## src/rtl/hazard_control_if.sv

```systemverilog
// ---------------------------------------------------------------------------
// hazard_control_if
//
// Bundle between the 5-stage pipeline datapath and the hazard control unit.
//
// Pipeline -> unit (hazard sources):
//   IF_ID_RegisterRs1/Rs2, IF_ID_use_rs1/rs2 : source operands of the ID instr
//   ID_EX_MemRead, ID_EX_RegisterRd          : load / destination of the EX instr
//   EX_redirect, EX_redirect_target          : EX-resolved mispredict and its PC
//   ICACHE_stall, DCACHE_stall               : cache misses in progress
// Unit -> pipeline (controls, same cycle):
//   PC_write, pc_redirect, pc_redirect_target
//   IF_ID_write/flush, ID_EX_write/flush, EX_MEM_write, MEM_WB_write
// Unit -> observers (statistics):
//   stall_cnt, loaduse_cnt, redirect_cnt (saturating, CNT_W bits)
//
// Control contract: a pipeline register with *_write=1 loads its new value on
// the next rising edge, *_write=0 holds it. A *_flush=1 loads a bubble
// instead and wins over *_write. pc_redirect only has meaning while PC_write=1.
// ---------------------------------------------------------------------------
interface hazard_control_if #(
  parameter int CNT_W = 32
);
  logic [4:0]       IF_ID_RegisterRs1;
  logic [4:0]       IF_ID_RegisterRs2;
  logic             IF_ID_use_rs1;
  logic             IF_ID_use_rs2;
  logic             ID_EX_MemRead;
  logic [4:0]       ID_EX_RegisterRd;
  logic             EX_redirect;
  logic [31:0]      EX_redirect_target;
  logic             ICACHE_stall;
  logic             DCACHE_stall;

  logic             PC_write;
  logic             pc_redirect;
  logic [31:0]      pc_redirect_target;
  logic             IF_ID_write;
  logic             IF_ID_flush;
  logic             ID_EX_write;
  logic             ID_EX_flush;
  logic             EX_MEM_write;
  logic             MEM_WB_write;

  logic [CNT_W-1:0] stall_cnt;
  logic [CNT_W-1:0] loaduse_cnt;
  logic [CNT_W-1:0] redirect_cnt;

  // Pipeline side: raises hazard sources, consumes controls.
  modport master (
    output IF_ID_RegisterRs1, IF_ID_RegisterRs2, IF_ID_use_rs1, IF_ID_use_rs2,
    output ID_EX_MemRead, ID_EX_RegisterRd, EX_redirect, EX_redirect_target,
    output ICACHE_stall, DCACHE_stall,
    input  PC_write, pc_redirect, pc_redirect_target,
    input  IF_ID_write, IF_ID_flush, ID_EX_write, ID_EX_flush,
    input  EX_MEM_write, MEM_WB_write,
    input  stall_cnt, loaduse_cnt, redirect_cnt
  );

  // Hazard control unit side.
  modport slave (
    input  IF_ID_RegisterRs1, IF_ID_RegisterRs2, IF_ID_use_rs1, IF_ID_use_rs2,
    input  ID_EX_MemRead, ID_EX_RegisterRd, EX_redirect, EX_redirect_target,
    input  ICACHE_stall, DCACHE_stall,
    output PC_write, pc_redirect, pc_redirect_target,
    output IF_ID_write, IF_ID_flush, ID_EX_write, ID_EX_flush,
    output EX_MEM_write, MEM_WB_write,
    output stall_cnt, loaduse_cnt, redirect_cnt
  );
endinterface

```

## src/rtl/hazard_control_unit.sv

```systemverilog
// ---------------------------------------------------------------------------
// hazard_control_unit
//
// Stall/flush controller for the 5-stage RV32 pipeline. Handles everything
// operand forwarding cannot: load-use bubbles, EX-stage redirects, and
// I-cache / D-cache miss stalls. A redirect that arrives while an I-cache
// miss is outstanding is parked in redir_pc and issued once the miss retires.
//
// Ports:
//   clk       : system clock, all state on the rising edge
//   rst       : synchronous, active-high reset
//   hif       : hazard_control_if.slave (hazard sources in, controls and
//               statistics counters out)
//   state_dbg : current FSM state (0 = RUN, 1 = REDIR_WAIT)
//
// Controls are combinational from the current state and inputs, so they
// take effect in the same cycle the hazard is presented.
// ---------------------------------------------------------------------------
module hazard_control_unit #(
  parameter int CNT_W = 32
) (
  input  logic                   clk,
  input  logic                   rst,
  hazard_control_if.slave        hif,
  output logic                   state_dbg
);

  typedef enum logic {
    RUN        = 1'b0,
    REDIR_WAIT = 1'b1
  } state_t;

  localparam logic [CNT_W-1:0] CNT_ONE = {{(CNT_W-1){1'b0}}, 1'b1};
  localparam logic [CNT_W-1:0] CNT_MAX = {CNT_W{1'b1}};

  state_t           state_q, state_d;
  logic [31:0]      redir_pc_q, redir_pc_d;
  logic [CNT_W-1:0] stall_cnt_q, loaduse_cnt_q, redirect_cnt_q;

  logic        load_use;
  logic        inc_loaduse;
  logic        inc_redirect;

  logic        pc_write;
  logic        pc_redirect;
  logic [31:0] pc_target;
  logic        if_id_write;
  logic        if_id_flush;
  logic        id_ex_write;
  logic        id_ex_flush;
  logic        ex_mem_write;
  logic        mem_wb_write;

  // A load in EX whose destination feeds the ID instruction. x0 never
  // creates a dependency because it is hard-wired to zero.
  always_comb begin
    load_use = hif.ID_EX_MemRead && (hif.ID_EX_RegisterRd != 5'd0) &&
               ((hif.IF_ID_use_rs1 && (hif.ID_EX_RegisterRd == hif.IF_ID_RegisterRs1)) ||
                (hif.IF_ID_use_rs2 && (hif.ID_EX_RegisterRd == hif.IF_ID_RegisterRs2)));
  end

  // Next-state and control outputs.
  always_comb begin
    pc_write     = 1'b1;
    pc_redirect  = 1'b0;
    pc_target    = 32'd0;
    if_id_write  = 1'b1;
    if_id_flush  = 1'b0;
    id_ex_write  = 1'b1;
    id_ex_flush  = 1'b0;
    ex_mem_write = 1'b1;
    mem_wb_write = 1'b1;
    state_d      = state_q;
    redir_pc_d   = redir_pc_q;
    inc_loaduse  = 1'b0;
    inc_redirect = 1'b0;

    if (rst) begin
      // Hold every register and push bubbles into the front of the pipe.
      pc_write     = 1'b0;
      if_id_write  = 1'b0;
      if_id_flush  = 1'b1;
      id_ex_write  = 1'b0;
      id_ex_flush  = 1'b1;
      ex_mem_write = 1'b0;
      mem_wb_write = 1'b0;
      state_d      = RUN;
      redir_pc_d   = 32'd0;
    end else if (hif.DCACHE_stall) begin
      // A D-cache miss freezes the whole pipe in either state. Any EX
      // redirect is still sitting in EX and will be seen again afterwards,
      // so it is deliberately not counted or latched here.
      pc_write     = 1'b0;
      if_id_write  = 1'b0;
      id_ex_write  = 1'b0;
      ex_mem_write = 1'b0;
      mem_wb_write = 1'b0;
    end else begin
      case (state_q)
        RUN: begin
          if (hif.EX_redirect && !hif.ICACHE_stall) begin
            // Redirect wins over load-use: the load-use instruction in ID
            // is on the wrong path and is flushed anyway.
            pc_redirect  = 1'b1;
            pc_target    = hif.EX_redirect_target;
            if_id_flush  = 1'b1;
            id_ex_flush  = 1'b1;
            inc_redirect = 1'b1;
          end else if (hif.EX_redirect) begin
            // The fetch unit is busy with a miss and cannot take a new PC;
            // park the target and kill the wrong-path instructions now.
            pc_write     = 1'b0;
            if_id_flush  = 1'b1;
            id_ex_flush  = 1'b1;
            redir_pc_d   = hif.EX_redirect_target;
            state_d      = REDIR_WAIT;
            inc_redirect = 1'b1;
          end else if (load_use) begin
            // Hold PC and IF/ID, bubble into EX; older stages drain.
            // Takes precedence over an I-miss so the bubble is not lost.
            pc_write    = 1'b0;
            if_id_write = 1'b0;
            id_ex_flush = 1'b1;
            inc_loaduse = 1'b1;
          end else if (hif.ICACHE_stall) begin
            pc_write    = 1'b0;
            if_id_flush = 1'b1;
          end
        end

        REDIR_WAIT: begin
          // EX and ID hold bubbles here, so EX_redirect and load_use are
          // not possible and are not examined.
          if (hif.ICACHE_stall) begin
            pc_write    = 1'b0;
            if_id_flush = 1'b1;
          end else begin
            // The just-completed fetch is wrong-path; discard it while the
            // parked target is loaded into the PC.
            pc_redirect = 1'b1;
            pc_target   = redir_pc_q;
            if_id_flush = 1'b1;
            state_d     = RUN;
          end
        end

        default: begin
          state_d = RUN;
        end
      endcase
    end
  end

  always_ff @(posedge clk) begin
    if (rst) begin
      state_q        <= RUN;
      redir_pc_q     <= 32'd0;
      stall_cnt_q    <= '0;
      loaduse_cnt_q  <= '0;
      redirect_cnt_q <= '0;
    end else begin
      state_q    <= state_d;
      redir_pc_q <= redir_pc_d;
      if (!pc_write && (stall_cnt_q != CNT_MAX)) begin
        stall_cnt_q <= stall_cnt_q + CNT_ONE;
      end
      if (inc_loaduse && (loaduse_cnt_q != CNT_MAX)) begin
        loaduse_cnt_q <= loaduse_cnt_q + CNT_ONE;
      end
      if (inc_redirect && (redirect_cnt_q != CNT_MAX)) begin
        redirect_cnt_q <= redirect_cnt_q + CNT_ONE;
      end
    end
  end

  assign hif.PC_write           = pc_write;
  assign hif.pc_redirect        = pc_redirect;
  assign hif.pc_redirect_target = pc_target;
  assign hif.IF_ID_write        = if_id_write;
  assign hif.IF_ID_flush        = if_id_flush;
  assign hif.ID_EX_write        = id_ex_write;
  assign hif.ID_EX_flush        = id_ex_flush;
  assign hif.EX_MEM_write       = ex_mem_write;
  assign hif.MEM_WB_write       = mem_wb_write;
  assign hif.stall_cnt          = stall_cnt_q;
  assign hif.loaduse_cnt        = loaduse_cnt_q;
  assign hif.redirect_cnt       = redirect_cnt_q;

  assign state_dbg = (state_q == REDIR_WAIT);

endmodule
```

## src/flat_wrapper.sv

```systemverilog
// flat-port wrapper written by rule: the top's interface ports become plain ports
module hazard_control_unit_flat 
#(
  parameter int CNT_W = 32
)
  (clk, rst, state_dbg, hif_IF_ID_RegisterRs1, hif_IF_ID_RegisterRs2, hif_IF_ID_use_rs1, hif_IF_ID_use_rs2, hif_ID_EX_MemRead, hif_ID_EX_RegisterRd, hif_EX_redirect, hif_EX_redirect_target, hif_ICACHE_stall, hif_DCACHE_stall, hif_PC_write, hif_pc_redirect, hif_pc_redirect_target, hif_IF_ID_write, hif_IF_ID_flush, hif_ID_EX_write, hif_ID_EX_flush, hif_EX_MEM_write, hif_MEM_WB_write, hif_stall_cnt, hif_loaduse_cnt, hif_redirect_cnt);
  hazard_control_if #(.CNT_W(CNT_W)) hif_i ();
  input  logic clk;
  input  logic rst;
  output logic state_dbg;
  input wire logic [$bits(hif_i.IF_ID_RegisterRs1)-1:0] hif_IF_ID_RegisterRs1;
  input wire logic [$bits(hif_i.IF_ID_RegisterRs2)-1:0] hif_IF_ID_RegisterRs2;
  input wire logic [$bits(hif_i.IF_ID_use_rs1)-1:0] hif_IF_ID_use_rs1;
  input wire logic [$bits(hif_i.IF_ID_use_rs2)-1:0] hif_IF_ID_use_rs2;
  input wire logic [$bits(hif_i.ID_EX_MemRead)-1:0] hif_ID_EX_MemRead;
  input wire logic [$bits(hif_i.ID_EX_RegisterRd)-1:0] hif_ID_EX_RegisterRd;
  input wire logic [$bits(hif_i.EX_redirect)-1:0] hif_EX_redirect;
  input wire logic [$bits(hif_i.EX_redirect_target)-1:0] hif_EX_redirect_target;
  input wire logic [$bits(hif_i.ICACHE_stall)-1:0] hif_ICACHE_stall;
  input wire logic [$bits(hif_i.DCACHE_stall)-1:0] hif_DCACHE_stall;
  output wire logic [$bits(hif_i.PC_write)-1:0] hif_PC_write;
  output wire logic [$bits(hif_i.pc_redirect)-1:0] hif_pc_redirect;
  output wire logic [$bits(hif_i.pc_redirect_target)-1:0] hif_pc_redirect_target;
  output wire logic [$bits(hif_i.IF_ID_write)-1:0] hif_IF_ID_write;
  output wire logic [$bits(hif_i.IF_ID_flush)-1:0] hif_IF_ID_flush;
  output wire logic [$bits(hif_i.ID_EX_write)-1:0] hif_ID_EX_write;
  output wire logic [$bits(hif_i.ID_EX_flush)-1:0] hif_ID_EX_flush;
  output wire logic [$bits(hif_i.EX_MEM_write)-1:0] hif_EX_MEM_write;
  output wire logic [$bits(hif_i.MEM_WB_write)-1:0] hif_MEM_WB_write;
  output wire logic [$bits(hif_i.stall_cnt)-1:0] hif_stall_cnt;
  output wire logic [$bits(hif_i.loaduse_cnt)-1:0] hif_loaduse_cnt;
  output wire logic [$bits(hif_i.redirect_cnt)-1:0] hif_redirect_cnt;
  assign hif_i.IF_ID_RegisterRs1 = hif_IF_ID_RegisterRs1;
  assign hif_i.IF_ID_RegisterRs2 = hif_IF_ID_RegisterRs2;
  assign hif_i.IF_ID_use_rs1 = hif_IF_ID_use_rs1;
  assign hif_i.IF_ID_use_rs2 = hif_IF_ID_use_rs2;
  assign hif_i.ID_EX_MemRead = hif_ID_EX_MemRead;
  assign hif_i.ID_EX_RegisterRd = hif_ID_EX_RegisterRd;
  assign hif_i.EX_redirect = hif_EX_redirect;
  assign hif_i.EX_redirect_target = hif_EX_redirect_target;
  assign hif_i.ICACHE_stall = hif_ICACHE_stall;
  assign hif_i.DCACHE_stall = hif_DCACHE_stall;
  assign hif_PC_write = hif_i.PC_write;
  assign hif_pc_redirect = hif_i.pc_redirect;
  assign hif_pc_redirect_target = hif_i.pc_redirect_target;
  assign hif_IF_ID_write = hif_i.IF_ID_write;
  assign hif_IF_ID_flush = hif_i.IF_ID_flush;
  assign hif_ID_EX_write = hif_i.ID_EX_write;
  assign hif_ID_EX_flush = hif_i.ID_EX_flush;
  assign hif_EX_MEM_write = hif_i.EX_MEM_write;
  assign hif_MEM_WB_write = hif_i.MEM_WB_write;
  assign hif_stall_cnt = hif_i.stall_cnt;
  assign hif_loaduse_cnt = hif_i.loaduse_cnt;
  assign hif_redirect_cnt = hif_i.redirect_cnt;
  hazard_control_unit #(.CNT_W(CNT_W)) u_core (.clk(clk), .rst(rst), .hif(hif_i), .state_dbg(state_dbg));
endmodule
```

## config.mk

```make
export PLATFORM = sky130hd
export DESIGN_NAME = hazard_control_unit_flat
export DESIGN_NICKNAME = d
export VERILOG_FILES = /design/src/rtl/hazard_control_if.sv /design/src/rtl/hazard_control_unit.sv /design/src/flat_wrapper.sv
export SDC_FILE = /design/constraint.sdc
export NUM_CORES = 1
export LEC_CHECK = 0
export ABC_AREA = 1
export CAP_MARGIN = 20
export CELL_PAD_IN_SITES_DETAIL_PLACEMENT = 0
export CELL_PAD_IN_SITES_GLOBAL_PLACEMENT = 1
export CORE_ASPECT_RATIO = 1.5
export CORE_MARGIN = 2
export CORE_UTILIZATION = 30
export CTS_CLUSTER_SIZE = 30
export DETAILED_ROUTE_END_ITERATION = 8
export PLACE_DENSITY_LB_ADDON = 0.25
export SYNTH_ARGS = -nofsm -noshare
export SYNTH_HDL_FRONTEND = slang
export SYNTH_SLANG_ARGS = --single-unit
```

## constraint.sdc

```tcl
create_clock -name clk -period 2.7 [get_ports clk]
set_input_delay 0.27 -clock clk [delete_from_list [all_inputs] [get_ports clk]]
set_output_delay 0.27 -clock clk [all_outputs]
set_load 0.05 [all_outputs]
```

# [Word level (Yosys, flattened, before mapping)]
# Cells that the tools add are included.
# Widths: inputs -> output; s select.
[word_totals] output_inout_bits=137 ff_bits=129 inputBits=55
[op_classes] bitwise=3 n_mux=49 reduce_logical=13 add_sub_neg=3 n_eq_ne=5
[ops] operator="$mux 32" n=4
[ops] operator="$add 32x1->32 const B" n=3
[ops] operator="$ne 32x32->1 const B" n=3
[ops] operator="$pmux 32 s2" n=1
[ops] operator="$mux 1" n=40
[ops] operator="$eq 5x5->1" n=2
[ops] operator="$logic_and 1x1->1" n=8
[ops] operator="$pmux 1 s2" n=4
[ops] operator="$reduce_bool 5->1" n=1
[ops] operator="$reduce_and 4->1" n=1
[ops] operator="$not 1->1" n=3
[ops] operator="$logic_not 1->1" n=2
[ops] operator="$logic_or 1x1->1" n=1

# [Depth between registers and ports, before layout]
[depth] ltp_word=12 depth_mapped=13 ltp_nobuf=13

# [Worst setup path before layout]
# Ideal clock, no wire load.
[synth_timing] kind="in2out" from="input hif_DCACHE_stall" to="output hif_pc_redirect_target[10]" arrival_ns=3.937 t_required_ns=2.430 path_stages=6 n_path_buf=1 setup_slack_ns=-1.507 cell_sequence="nor2_1 > inv_1 > nor3_1 > inv_2 > clkbuf_1 > nor3_1"
[synth_via] elab_chain_cells=2
[synth_rtl] item="start, declared" line_no="flat_wrapper.sv:20" source="input wire logic [$bits(hif_i.DCACHE_stall)-1:0] hif_DCACHE_stall;"
[synth_rtl] item="$mux 32" line_no="hazard_control_unit.sv:89" source="end else if (hif.DCACHE_stall) begin"
[synth_rtl] item="$mux 32" line_no="hazard_control_unit.sv:78" source="if (rst) begin"
[synth_rtl] item="end, declared" line_no="flat_wrapper.sv:23" source="output wire logic [$bits(hif_i.pc_redirect_target)-1:0] hif_pc_redirect_target;"
# Every way passes these cells.

# [Final worst setup path]
[layout_timing] from="register u_core.state_q (netlist: u_core.state_dbg)" to="output hif_pc_redirect_target[5]"
[layout_via] elab_chain_cells=4
[layout_rtl] item="start, declared" line_no="hazard_control_unit.sv:36" source="state_t state_q, state_d;"
[layout_rtl] item="start signal, assigned" line_no="hazard_control_unit.sv:162" source="state_q <= state_d;"
[layout_rtl] item="$not 1->1" line_no="hazard_control_unit.sv:99" source="case (state_q)"
[layout_rtl] item="$pmux 32 s2 *" line_no="hazard_control_unit.sv:99"
[layout_rtl] item="$mux 32 *" line_no="hazard_control_unit.sv:89"
[layout_rtl] item="$mux 32 *" line_no="hazard_control_unit.sv:78"
# Mark *: on every way between the ends. The rest lies on a longest branch, timed or not.

==> impl_metrics.csv <==
group,metric,value,unit
run_status,status,"completed",
worst_setup_path,worstPathRequired,2430,ps
timing,drv_slew,0,
drt,drc,0,
floorplanning,start_util,0.305,
drt,route.vias.total,8992,
timing,post-route-min-period,2480,ps
global_route,grt-ovfl-total,0,
logic_synthesis,syn_inst,1303,
finish,fillers,2848,
drt,wirelength,28.3,mm
timing,finalCritPeriodShare,0.917,
clock_tree,clk_latency,430,ps
clock_tree,clkSinkCount,129,
global_route,grt_max_degree,62,
finish,fin_area,11200,um^2
drt,wl_per_cell,15.5,um
clock_tree,clockBufferDepth,2,
logic_synthesis,synth_ff_type,"dfxtp_1",
placed_design,portBuffers,191,
global_route,grt_usage,0.201,
power,ir_worst_vdd,0.000423,V
placed_design,dpl-instance-area,10600,um^2
worst_setup_path,critPathMaxFanout,30,
logic_synthesis,synth_compound_area_frac,0.116,
logic_synthesis,synth_mux_area_frac,0,
logic_synthesis,syn-num-nets,1361,
finish,drive_gt1_frac,0.108,
global_route,grt_pass1_wl,46.0,mm
timing,rsz0062_at_grt,"false",
clock_tree,cts_made_buffers,17,
power,power_leakage,4.14,nW
floorplanning,core_area,26500,um^2
placed_design,hpwl,20.9,mm
logic_synthesis,synth_xor_area_frac,0.0553,
global_route,grt_pass1_vias,8828,
logic_synthesis,synth_top_family_by_area,"simple AND/OR/NAND/NOR gates",
power,finalPower,4.66,mW
logic_synthesis,synthSimpleGateAreaFrac,0.429,
logic_synthesis,yosys_register_bits,129,
logic_synthesis,synth-edff-count,0,
clock_tree,postCtsSetupBuffers,0,
drt,firstDrtPassIters,5,
job,maxCapViolCount,0,
logic_synthesis,seq_area_frac_synth,0.320,
floorplanning,ios,192,
hold_path,hp-class,"in -> reg",
global_route,grt_antenna_before_repair,1,
worst_setup_path,end_kind,"output port",
clock_tree,cts_tree,"yes",
floorplanning,die_y,205,um
floorplanning,row_count,73,
finish,synthToLayoutAreaGrowth,38.3,%
timing,timing.hold.ws,253,ps
timing,finalSetupViolations,0,
finish,final_net_count,1536,
finish,post-route-util,0.422,
logic_synthesis,synth_fa_ha_area_frac,0.00464,
timing,slew-limit-headroom,0.488,
clock_tree,htree_levels,4,
power,powerDensity,417,nW/um^2
worst_setup_path,crit_arrival,2210,ps
worst_setup_path,cp-start-kind,"flip-flop",
clock_tree,clk_pin_slew,60,ps
placed_design,routabilityCongestion,0.843,
timing,setup_tns,0,ps
logic_synthesis,yosysWarningCount,0,
timing,hold_viol_final,0,
timing,clock.fmax,0.404,GHz
logic_synthesis,syn_area_per_cell,6.20,um^2
logic_synthesis,async_flop_share,0,
logic_synthesis,netlist_area,8080,um^2
timing,worst-slew-pin-transition,768,ps
drt,ant_nets,0,
logic_synthesis,ys_types,37,
timing,skew,10.3,ps
worst_setup_path,crit_type,"reg -> out",
clock_tree,cts_root_buf,"clkbuf_16",
drt,routed_via_density,4.92,
floorplanning,die_area,28300,um^2
floorplanning,die_x,138,um
drt,drt-initial-drc-count,371,
## kinds of logic after synthesis
group                      Yosys count
adders and majority gates            3
AOI/OAI and AO/OA                  175
buffers and inverters              145
DFF                                129
and+or+nand+nor                    800
xor gates and xnor gates            51
## cell usage after synthesis (all sizes together), types with 6 or more instances
library cell / number / area share
dfxtp: 129 / 0.32
a211oi: 6 / 0.0056
a21oi: 89 / 0.060
buf: 18 / 0.016
nand3: 98 / 0.068
xor2: 42 / 0.046
xnor2: 9 / 0.0098
nand3b: 17 / 0.016
inv: 85 / 0.039
nor2: 258 / 0.12
nand2: 334 / 0.16
nand4: 20 / 0.015
clkbuf: 41 / 0.020
nor3: 67 / 0.042
o21ai: 76 / 0.047
## layout by cell type, fill, tap and decap left out, types with 4 or more instances in the layout
cell             count
nand2_1            321
nor2_1             251
clkdlybuf4s50_1    153
dfxtp_1            128
nand3_1             87
inv_1               84
a21oi_1             79
o21ai_0             75
buf_4               51
xor2_1              42
nor3_1              40
nor3_4              21
nand4_1             20
nand3b_1            17
clkbuf_16           17
nand2_2             11
nand3_2             11
buf_12              11
a21oi_2             10
xnor2_1              9
a211oi_1             6
nor3_2               6
clkinv_2             5
nor2_2               4
## cell type report
class / instances / area, um^2 / area share
Sequential cell: 129 / 2590 / 0.231
Inverter: 86 / 323 / 0.0289
Multi-Input combinational cell: 1029 / 5160 / 0.462
Clock buffer: 22 / 464 / 0.0415
Timing Repair Buffer: 215 / 2130 / 0.191
Clock inverter: 10 / 86.3 / 0.00772
Tap cell: 337 / 422 / 0.0377
Antenna cell: 1 / 2.50 / 0.000224
## worst max-delay path, stage by stage (launching register included)
cell and delay, ps:
dfxtp_4 440, inv_1 110, buf_4 320, o21ai_1 120, buf_4 170, a211oi_1 370, buf_12 200
## routing by layer
metal | track usage | up-vias | part of all wire
li1 | - | 4592 | -
met1 | 0.220 | 4144 | 0.40
met2 | 0.382 | 211 | 0.53
met3 | 0.0341 | 45 | 0.038
met4 | 0.0835 | 0 | 0.029
met5 | 0 | - | 0
## registers in the layout (all words and copies together) (netlist names)
signal,count
u_core.state_dbg,1
u_core.redir_pc_q,32
u_core.hif.stall_cnt,32
u_core.hif.loaduse_cnt,32
u_core.hif.redirect_cnt,32
## power by group
part	switching (mW)	internal, mW
Combinational	0.312	0.185
Clock	0.896	1.31
Sequential	0.0262	1.94
Total	1.23	3.43
## worst paths after layout
| kind | startpoint | end | slack (ps) | cells past startpoint |
|---|---|---|---|---|
| worst max register to register | u_core.hif.stall_cnt[1] | u_core.hif.stall_cnt[1] | 330 | 12 |
| worst max-delay path | u_core.state_dbg | hif_pc_redirect_target[5] | 220 | 6 |
| worst min-delay path | rst | u_core.state_dbg | 250 | 2 |
| worst min register to register | u_core.hif.redirect_cnt[27] | u_core.hif.redirect_cnt[27] | 500 | 2 |
## per-stage QoR
step	setup WS, ps	instances
after floorplan	13.3	1303
after global placement	328	1796
after detailed placement	310	1796
after CTS	176	1828
after global routing	67.4	1829
final	224	1829
## timing repair
action                     in CTS  in global routing
setup endpoints to repair       1                  0
resized for setup               1                  0
hold buffers                    0                  0
(Power assumes the default switching activity.)
